<file path="src/rtl/aibnd_dly_mimic_ctl.sv">
// TX delay-mimic bypass sequencer: selects the DCC bypass target and applies each change
// through a quiesce / switch / settle sequence while the replica data stays frozen.
module aibnd_dly_mimic_ctl #(
  parameter int unsigned DWIDTH      = 40,
  parameter int unsigned QUIESCE_CYC = 4,
  parameter int unsigned SETTLE_CYC  = 16,
  parameter int unsigned CNT_W       = 5
) (
  input  logic              clk,
  input  logic              rst,
  input  logic              csr_reg6,
  input  logic              idll_core2dll_1,
  input  logic              rb_dcc_byp_dprio,
  input  logic [DWIDTH-1:0] data_in,
  output logic [DWIDTH-1:0] data_out,
  output logic              dcc_byp_mux,
  output logic              switch_busy,
  output logic              switch_done,
  output logic [7:0]        switch_cnt
);

  typedef enum logic [2:0] {
    StIdle    = 3'd0,
    StQuiesce = 3'd1,
    StSwitch  = 3'd2,
    StSettle  = 3'd3,
    StDone    = 3'd4
  } state_e;

  localparam logic [CNT_W-1:0] QuiesceLd = CNT_W'(QUIESCE_CYC - 1);
  localparam logic [CNT_W-1:0] SettleLd  = CNT_W'(SETTLE_CYC - 1);

  state_e            state_q, state_d;
  logic [CNT_W-1:0]  cnt_q, cnt_d;
  logic              tgt_lat_q, tgt_lat_d;
  logic [DWIDTH-1:0] data_q, data_d;
  logic              mux_q, mux_d;
  logic              busy_q, busy_d;
  logic              done_q, done_d;
  logic [7:0]        swcnt_q, swcnt_d;
  logic              idll_meta_q, idll_sync_q;
  logic              dprio_meta_q, dprio_sync_q;
  logic              tgt;

  // DPRIO bypass bit is active-low, hence the inversion.
  assign tgt = csr_reg6 ? idll_sync_q : ~dprio_sync_q;

  always_comb begin
    state_d   = state_q;
    cnt_d     = cnt_q;
    tgt_lat_d = tgt_lat_q;
    data_d    = data_q;
    mux_d     = mux_q;
    swcnt_d   = swcnt_q;
    case (state_q)
      StIdle: begin
        data_d = data_in;
        if (tgt != mux_q) begin
          tgt_lat_d = tgt;
          cnt_d     = QuiesceLd;
          state_d   = StQuiesce;
        end
      end
      StQuiesce: begin
        // A target that moves before the switch cancels the whole sequence.
        if (tgt != tgt_lat_q) begin
          state_d = StIdle;
        end else if (cnt_q == '0) begin
          state_d = StSwitch;
        end else begin
          cnt_d = cnt_q - 1'b1;
        end
      end
      StSwitch: begin
        mux_d   = tgt_lat_q;
        cnt_d   = SettleLd;
        state_d = StSettle;
      end
      StSettle: begin
        if (cnt_q == '0) begin
          state_d = StDone;
        end else begin
          cnt_d = cnt_q - 1'b1;
        end
      end
      StDone: begin
        data_d  = data_in;
        if (swcnt_q != 8'hFF) begin
          swcnt_d = swcnt_q + 8'd1;
        end
        state_d = StIdle;
      end
      default: state_d = StIdle;
    endcase
    busy_d = (state_d == StQuiesce) || (state_d == StSwitch) || (state_d == StSettle);
    done_d = (state_d == StDone);
  end

  always_ff @(posedge clk) begin
    if (rst) begin
      idll_meta_q  <= 1'b0;
      idll_sync_q  <= 1'b0;
      dprio_meta_q <= 1'b0;
      dprio_sync_q <= 1'b0;
      state_q      <= StIdle;
      cnt_q        <= '0;
      tgt_lat_q    <= 1'b0;
      data_q       <= '0;
      mux_q        <= 1'b0;
      busy_q       <= 1'b0;
      done_q       <= 1'b0;
      swcnt_q      <= 8'd0;
    end else begin
      idll_meta_q  <= idll_core2dll_1;
      idll_sync_q  <= idll_meta_q;
      dprio_meta_q <= rb_dcc_byp_dprio;
      dprio_sync_q <= dprio_meta_q;
      state_q      <= state_d;
      cnt_q        <= cnt_d;
      tgt_lat_q    <= tgt_lat_d;
      data_q       <= data_d;
      mux_q        <= mux_d;
      busy_q       <= busy_d;
      done_q       <= done_d;
      swcnt_q      <= swcnt_d;
    end
  end

  assign data_out    = data_q;
  assign dcc_byp_mux = mux_q;
  assign switch_busy = busy_q;
  assign switch_done = done_q;
  assign switch_cnt  = swcnt_q;

endmodule

</file>
<file path="config.mk">
export PLATFORM = sky130hd
export DESIGN_NAME = aibnd_dly_mimic_ctl
export DESIGN_NICKNAME = d
export VERILOG_FILES = /design/src/rtl/aibnd_dly_mimic_ctl.sv
export SDC_FILE = /design/constraint.sdc
export NUM_CORES = 1
export LEC_CHECK = 0
export ABC_AREA = 1
export CELL_PAD_IN_SITES_DETAIL_PLACEMENT = 1
export CELL_PAD_IN_SITES_GLOBAL_PLACEMENT = 1
export CORE_ASPECT_RATIO = 0.75
export CORE_MARGIN = 5
export CORE_UTILIZATION = 33
export CTS_CLUSTER_DIAMETER = 40
export DETAILED_ROUTE_END_ITERATION = 16
export HOLD_SLACK_MARGIN = 0.08
export PLACE_DENSITY_LB_ADDON = 0.1
export SYNTH_ARGS = -nofsm -noshare
export SYNTH_HDL_FRONTEND = slang
export SYNTH_SLANG_ARGS = --single-unit
</file>
<file path="constraint.sdc">
create_clock -name clk -period 2.5 [get_ports clk]
set_input_delay 0.5 -clock clk [delete_from_list [all_inputs] [get_ports clk]]
set_output_delay 0.5 -clock clk [all_outputs]
set_load 0.02 [all_outputs]
</file>
==> impl_results.md, run 1 <==
* Final instance area at ~3800 um^2
* Final hold viol count at 0
* Core area at approximately 7500 um^2
* Cell family with most CP delay: buffers and inverters
* WP buf/inv at 1
* Clk_skew at 0.00476 ns
* CTS sink cnt at between 60 and 70
* Drt total wl at roughly 7700 um
* Routability Congestion at 0.821
* Netlist cell types at 23
* Die area at about 9600 um^2
* Worst R2R Setup Slack at between 0.7 and 0.8 ns
* Max incr delay on CP at approximately 0.65 ns
* H-tree depth reported by CTS at 3
* Placed instance area at 3600 um^2
* Initial Util at 0.343
* Slew Limit Fails at 0
* CTS Buf Count at 9
* Slew margin rel. at 0.717
* PwrDens at about 1100 nW/um^2
* Max Cap Violations at 0
* P_leak at approximately 1.5 nW
* Final setup fails at 0
* Via total after detailed routing at between 2000 and 3000
* IO Port Bufs at 95
* Cell depth of the worst setup path at 1
* Sequential share of the synthesized area at 0.500
* First-pass detailed-route iteration total at 3
* IR drop worst, VDD at between 0.0004 and 0.0005 V
* ANT nets after route at 0
* Core Rows at 27
* Layout cell share with drive strength beyond 1 at 0.0665
* Dpl ws at ~0.55 ns
* Initial drt markers at 120
* Top Ports at between 90 and 100
* Post-cts hold buffer count at 0
* Worst r2r src: switch_cnt[1]$_SDFFE_PP0P_
* CTS Buffer Depth at 2
* Sum Neg Setup Slack at 0 ns
* Worst path arrival time at 1.42 ns
* Fmax at 520 MHz
* Die Y at ~86 um
* Mean Syn Cell Area at 7.30 um^2
* Tot GR Track Use at 0.169
* CP cell instances: clkdlybuf4s50_1
* Slowest CP cell: clkdlybuf4s50_1
* Layout Cells excl Fill at roughly 550
* Crit Path Category: reg2out
* Grt ovf at 0
* Post-Synthesis Cells at roughly 350
* CTS tree: done
* Post-Syn Nets at between 300 and 400
* Via density at about 4.6
* Worst Setup Slack, final at 0.578 ns
* Syn. warnings at 0
* Vias in the first global route at approximately 2800
* DR WL/cell at 14.0 um
* Synth Register Bits at 64
* Status: finished, final reports clean
* First-pass GRT wire length at about 13000 um
* Placed cells at ~540
* Startpoint Class: register
* Worst-path clk slew at roughly 0.070 ns
* Dpl hpwl at 5550 um
* R2r endpoint: switch_cnt[1]$_SDFFE_PP0P_
* DIE WIDTH at around 110 um
* Worst slew pin tran at ~0.43 ns
* Largest net degree at the start of global routing at 47
* Antenna violations before repair at 0
* Period utilization at 0.769
* Clock insertion delay at the later pin of the skew report at about 0.34 ns
* Crit path time final at ~1.9 ns
* Drt drc at 0
* Worst setup EP type: primary output
* Mapped cell area at roughly 2600 um^2
* Hold Path Stages at 2
* Clock tree root driver cell: clkbuf_8
* Post-CTS sizing at 0
* Worst Path Max Fanout at 6
* R2r worst-path depth at 8
* Number of diodes at 0
* Postcts setup bufs at 0
* Nets at between 400 and 500
* Hold Crit Start: idll_meta_q$_SDFF_PP0_
* RSZ-0062 raised after global routing: false
* Req. time, crit path at 2.00 ns
* HP Class: reg2reg
* Hold EP: idll_sync_q$_SDFF_PP0_
* Area growth syn-to-layout at 48.7%
==> registers in the layout, indices dropped and copies added, names as in the netlist <==
register	cells
switch_cnt	8
cnt_q	5
dprio_meta_q	1
idll_meta_q	1
switch_done	1
data_out	40
tgt_lat_q	1
dprio_sync_q	1
idll_sync_q	1
state_q	3
dcc_byp_mux	1
switch_busy	1
==> cell type report <==
type / count / area (um^2)
clock buffer: 11 / 151
clock inverter: 5 / 55.1
fill: 931 / 3660
inverter: 26 / 97.6
multi-input combinational: 246 / 1120
sequential: 64 / 1280
tap: 101 / 126
timing repair buffer: 99 / 981
==> metrics by stage <==
step,utilization,hold slack [ns],power [mW]
4_1_cts,0.510,0.412,4.25
3_3_place_gp,0.483,0.392,3.25
3_5_place_dp,0.483,0.404,3.31
6_report,0.510,0.407,4.18
5_1_grt,0.510,0.441,4.50
2_1_floorplan,-,0.388,2.52
==> tightest hold or removal path, cell delays in order, from the launching register on <==
cell,delay [ns]
dfxtp_1,0.30
inv_1,0.04
nor2_1,0.03
==> where the power goes <==
| part | total (mW) | internal, mW | switching, mW |
|---|---|---|---|
| combinational | 1.81 | 0.732 | 1.08 |
| sequential | 1.45 | 1.30 | 0.157 |
| clock | 0.919 | 0.511 | 0.408 |
| total | 4.18 | 2.54 | 1.64 |
==> Yosys cell counts (all sizes together) <==
| cell type | number | area [um^2] |
|---|---|---|
| nor2 | 106 | 415 |
| dfxtp | 64 | 1280 |
| nand2 | 50 | 190 |
| o21ai | 47 | 239 |
| inv | 26 | 97.6 |
| nand3 | 14 | 80.1 |
| a21oi | 13 | 65.1 |
| clkbuf | 11 | 41.3 |
| nor3 | 6 | 30.0 |
| buf | 4 | 25.0 |
| xor2 | 4 | 35.0 |
| ha | 3 | 37.5 |
| xnor2 | 2 | 17.5 |
| nand3b | 1 | 7.51 |
==> placed cells by master, fill, tap and decap left out, types with 2 or more instances in the layout <==
master / n
dfxtp_1: 64
ha_1: 3
clkinvlp_4: 2
nand2_1: 49
clkbuf_8: 11
xnor2_1: 2
nand3_1: 12
nor3_1: 6
clkdlybuf4s50_1: 95
buf_4: 4
a21oi_1: 13
clkinv_2: 2
nor2_4: 2
inv_2: 3
nand3_2: 2
inv_1: 23
nor2_1: 103
o21ai_0: 45
xor2_1: 4
==> logic make-up after synthesis <==
logic type                 Yosys count  share of synthesized area
AOI/OAI and AO/OA                   60                      0.119
xor gates and xnor gates             6                     0.0205
adders and majority gates            3                     0.0146
buffers and inverters               41                     0.0640
DFF                                 64                      0.500
and+or+nand+nor                    177                      0.282
==> routing by layer <==
| metal | routed length (um) | global-route usage |
|---|---|---|
| met5 | 0 | 0 |
| met4 | 38 | 0.0365 |
| met3 | 541 | 0.0796 |
| met2 | 3760 | 0.289 |
| met1 | 3370 | 0.194 |
==> worst max path at each step <==
stage                            endpoint                       start  slack [ns]
4_1_cts                     switch_cnt[2]  switch_cnt[2]$_SDFFE_PP0P_        0.54
6_report                    switch_cnt[2]  switch_cnt[2]$_SDFFE_PP0P_        0.58
2_1_floorplan  switch_cnt[6]$_SDFFE_PP0P_  switch_cnt[1]$_SDFFE_PP0P_        1.07
5_1_grt                     switch_cnt[2]  switch_cnt[2]$_SDFFE_PP0P_        0.51
3_5_place_dp        cnt_q[3]$_SDFFE_PP0P_                    csr_reg6        0.55
3_3_place_gp        cnt_q[3]$_SDFFE_PP0P_                    csr_reg6        0.67
(Power assumes the default switching activity.)
==> run 2: changes to the inputs <==
--- a/config.mk
+++ b/config.mk
@@ -10,7 +10,7 @@
 export CELL_PAD_IN_SITES_GLOBAL_PLACEMENT = 1
 export CORE_ASPECT_RATIO = 0.75
 export CORE_MARGIN = 5
-export CORE_UTILIZATION = 33
+export CORE_UTILIZATION = 27
 export CTS_CLUSTER_DIAMETER = 40
 export DETAILED_ROUTE_END_ITERATION = 16
 export HOLD_SLACK_MARGIN = 0.08
==> constraint.sdc (replaced) <==
create_clock -name clk -period 1.7 [get_ports clk]
set_input_delay 0.34 -clock clk [delete_from_list [all_inputs] [get_ports clk]]
set_output_delay 0.34 -clock clk [all_outputs]
set_load 0.02 [all_outputs]
==> impl_results.md, run 2 (synthesis gave the netlist of run 1 again) <==
* Commonest non-fill, non-tap cell in the layout: nor2_1 (unchanged)
* Final hold viol count at 0 (unchanged)
* Worst-path clk slew at 0.05 ns (was 0.07 ns)
* Comb pwr share at 0.412 (was 0.432)
* Clock group share of total power at 0.253 (was 0.220)
* Area of the multi-input gates at 1120 um^2 (unchanged)
* Worst Setup Slack, final at 0.0610 ns (was 0.578 ns)
* Via total after detailed routing at 2507 (was 2529)
* Top Ports at 96 (unchanged)
* R2r worst-path depth at 9 (was 8)
* Slowest CP cell: clkdlybuf4s50_1 (unchanged)
* WL met3 at 490 um (was 541 um)
* Worst path arrival time at 1.30 ns (was 1.42 ns)
* CTS tree: done (unchanged)
* Fmax at roughly 600 MHz
* Max incr delay on CP at 0.63 ns (was 0.65 ns)
* Sum Neg Setup Slack at 0 ns (unchanged)
* Grt ovf at 0 (unchanged)
* Cell-internal power at 4.00 mW (was 2.54 mW)
* Worst r2r src: cnt_q[0]$_SDFFE_PP0P_ (was switch_cnt[1]$_SDFFE_PP0P_)
* WP buf/inv at 1 (unchanged)
* CP cell instances: clkdlybuf4s50_1 (unchanged)
* Met2 WL at 3450 um (was 3760 um)
* Dpl hpwl at 5430 um (was 5550 um)
* Most frequent cells in the layout: nor2_1, clkdlybuf4s50_1, dfxtp_1, nand2_1, o21ai_0 (unchanged)
* Hold Path Stages at 2 (unchanged)
* Hold Crit Start: idll_meta_q$_SDFF_PP0_ (unchanged)
* Storage cell area at 1280 um^2 (unchanged)
* Drt total wl at 7660 um (was 7720 um)
* Share of total power in sequential cells at 0.334 (was 0.348)
* Clk_skew at 0.00384 ns (was 0.00476 ns)
* Max layer used: met4 (unchanged)
* First-pass detailed-route iteration total at 4 (was 3)
* Net Switching at 2.42 mW (was 1.64 mW)
* Setup crit start: data_out[13]$_SDFFE_PP0P_ (was switch_cnt[2]$_SDFFE_PP0P_)
* Crit path time final at around 1.6 ns
* Area growth syn-to-layout at 52.9% (was 48.7%)
* Worst setup EP type: primary output (unchanged)
* Tot GR Track Use at 0.141 (was 0.169)
* Clock insertion delay at the later pin of the skew report at 0.33 ns (was 0.34 ns)
* Slew Limit Fails at 0 (unchanged)
* Placed instance area at 3660 um^2 (was 3600 um^2)
* First-pass GRT wire length at 12600 um (was 13100 um)
* Initial Util at 0.280 (was 0.343)
* Startpoint Class: register (unchanged)
* Final setup fails at 0 (unchanged)
* Status: finished, final reports clean (unchanged)
* Post-Route M1 WL at 3640 um (was 3370 um)
* Crit Path Category: reg2out (unchanged)
* R2r endpoint: cnt_q[0]$_SDFFE_PP0P_ (was switch_cnt[1]$_SDFFE_PP0P_)
* PwrDens at 1640 nW/um^2 (was 1100 nW/um^2)
* H-tree depth reported by CTS at 3 (unchanged)
* Worst slew pin tran at 0.433 ns (was 0.425 ns)
* IR drop worst, VDD at 0.000618 V (was 0.000446 V)
* Core area at 9160 um^2 (was 7470 um^2)
* Initial drt markers at 156 (was 120)
* Fillers at 1137 (was 931)
* Hold EP: idll_sync_q$_SDFF_PP0_ (unchanged)
* Die Y at 94.4 um (was 86.3 um)
* Die area at 11600 um^2 (was 9650 um^2)
* Antenna violations before repair at 0 (unchanged)
* Max Cap Violations at 0 (unchanged)
* P_leak at 1.65 nW (was 1.55 nW)
* Postcts setup bufs at 0 (unchanged)
* Largest net degree at the start of global routing at 47 (unchanged)
* Number of flip-flops in the largest register at 40 (unchanged)
* Slew margin rel. at 0.711 (was 0.717)
* Nets at 496 (was 494)
* HP Class: reg2reg (unchanged)
* CTS Buffer Depth at 2 (unchanged)
* Number of diodes at 0 (unchanged)
* Routability Congestion at 0.769 (was 0.821)
* DR WL/cell at 13.2 um (was 14.0 um)
* CTS sink cnt at 64 (unchanged)
* Switch share at 0.377 (was 0.393)
* IO Port Bufs at 95 (unchanged)
* ANT nets after route at 0 (unchanged)
* CTS Buf Count at 9 (unchanged)
* Req. time, crit path at 1.36 ns (was 2.00 ns)
* Worst R2R Setup Slack at 0.22 ns (was 0.78 ns)
* Cell family with most CP delay: buffers and inverters (unchanged)
* RSZ-0062 raised after global routing: false (unchanged)
* Drt drc at 0 (unchanged)
* Core Rows at 30 (was 27)
* Dpl ws at -0.0461 ns (was 0.547 ns)
* Clock tree root driver cell: clkbuf_16 (was clkbuf_8)
* Via density at 4.33 (was 4.58)
* Vias in the first global route at 2515 (was 2757)
* Period utilization at 0.964
* Layout cell share with drive strength beyond 1 at 0.0599 (was 0.0665)
* Worst Path Max Fanout at 2 (was 6)
* DIE WIDTH at 122 um (was 112 um)
* Final instance area at 3920 um^2 (was 3810 um^2)
## run 2: cell types whose count changed in the layout (fill, tap and decap cells not counted), moves of 2 or more
cell | before | now
clkbuf_1 | 0 | 3
clkbuf_16 | 0 | 9
clkbuf_8 | 11 | 1
clkdlybuf4s50_1 | 95 | 87
clkinvlp_4 | 2 | 0
dlygate4sd2_1 | 0 | 6
dlymetal6s2s_1 | 0 | 2
## run 2: cell type report
| type | instances | area share |
|---|---|---|
| Tap cell | 128 | 0.0409 |
| Clock inverter | 1 | 0.00128 |
| Timing Repair Buffer | 101 | 0.257 |
| Sequential cell | 64 | 0.327 |
| Multi-Input combinational cell | 246 | 0.285 |
| Clock buffer | 13 | 0.0639 |
| Inverter | 26 | 0.0249 |
## run 2: worst max-delay path by stage
stage	end	slack (ns)	cells after the start
after floorplan	switch_cnt[6]$_SDFFE_PP0P_	0.27	9
after global placement	cnt_q[3]$_SDFFE_PP0P_	0.004	8
after detailed placement	cnt_q[3]$_SDFFE_PP0P_	-0.05	9
after CTS	switch_cnt[1]	0.01	1
after global routing	switch_cnt[6]	0.008	1
final	data_out[13]	0.06	1
## run 2: routing by layer
layer  vias up  track usage
met4         0       0.0475
li1       1301            -
met5         -            0
met1      1138        0.181
met3         6       0.0617
met2        62        0.212
## run 2: timing repair
| item | CTS | global route |
|---|---|---|
| endpoints found under the hold margin | 0 | 0 |
| endpoints found under the setup margin | 6 | 2 |
| hold buffers | 0 | 0 |
| resized for setup | 6 | 2 |
## run 2: per-stage QoR
stage | power, mW | cells | util | hold WS, ns
5_1_grt | 6.90 | 579 | 0.428 | 0.424
6_report | 6.42 | 579 | 0.428 | 0.402
3_5_place_dp | 4.88 | 565 | 0.400 | 0.398
2_1_floorplan | 3.70 | 351 | - | 0.388
4_1_cts | 6.55 | 579 | 0.427 | 0.405
3_3_place_gp | 4.83 | 565 | 0.400 | 0.392
## run 2: power by group through the flow
stage,clock network [mW],registers [mW],logic [mW]
floorplan,0,2.55,1.15
global placement,0,2.16,2.68
detailed placement,0,2.17,2.70
CTS,1.69,2.15,2.71
global route,1.76,2.20,2.95
finish,1.63,2.15,2.65
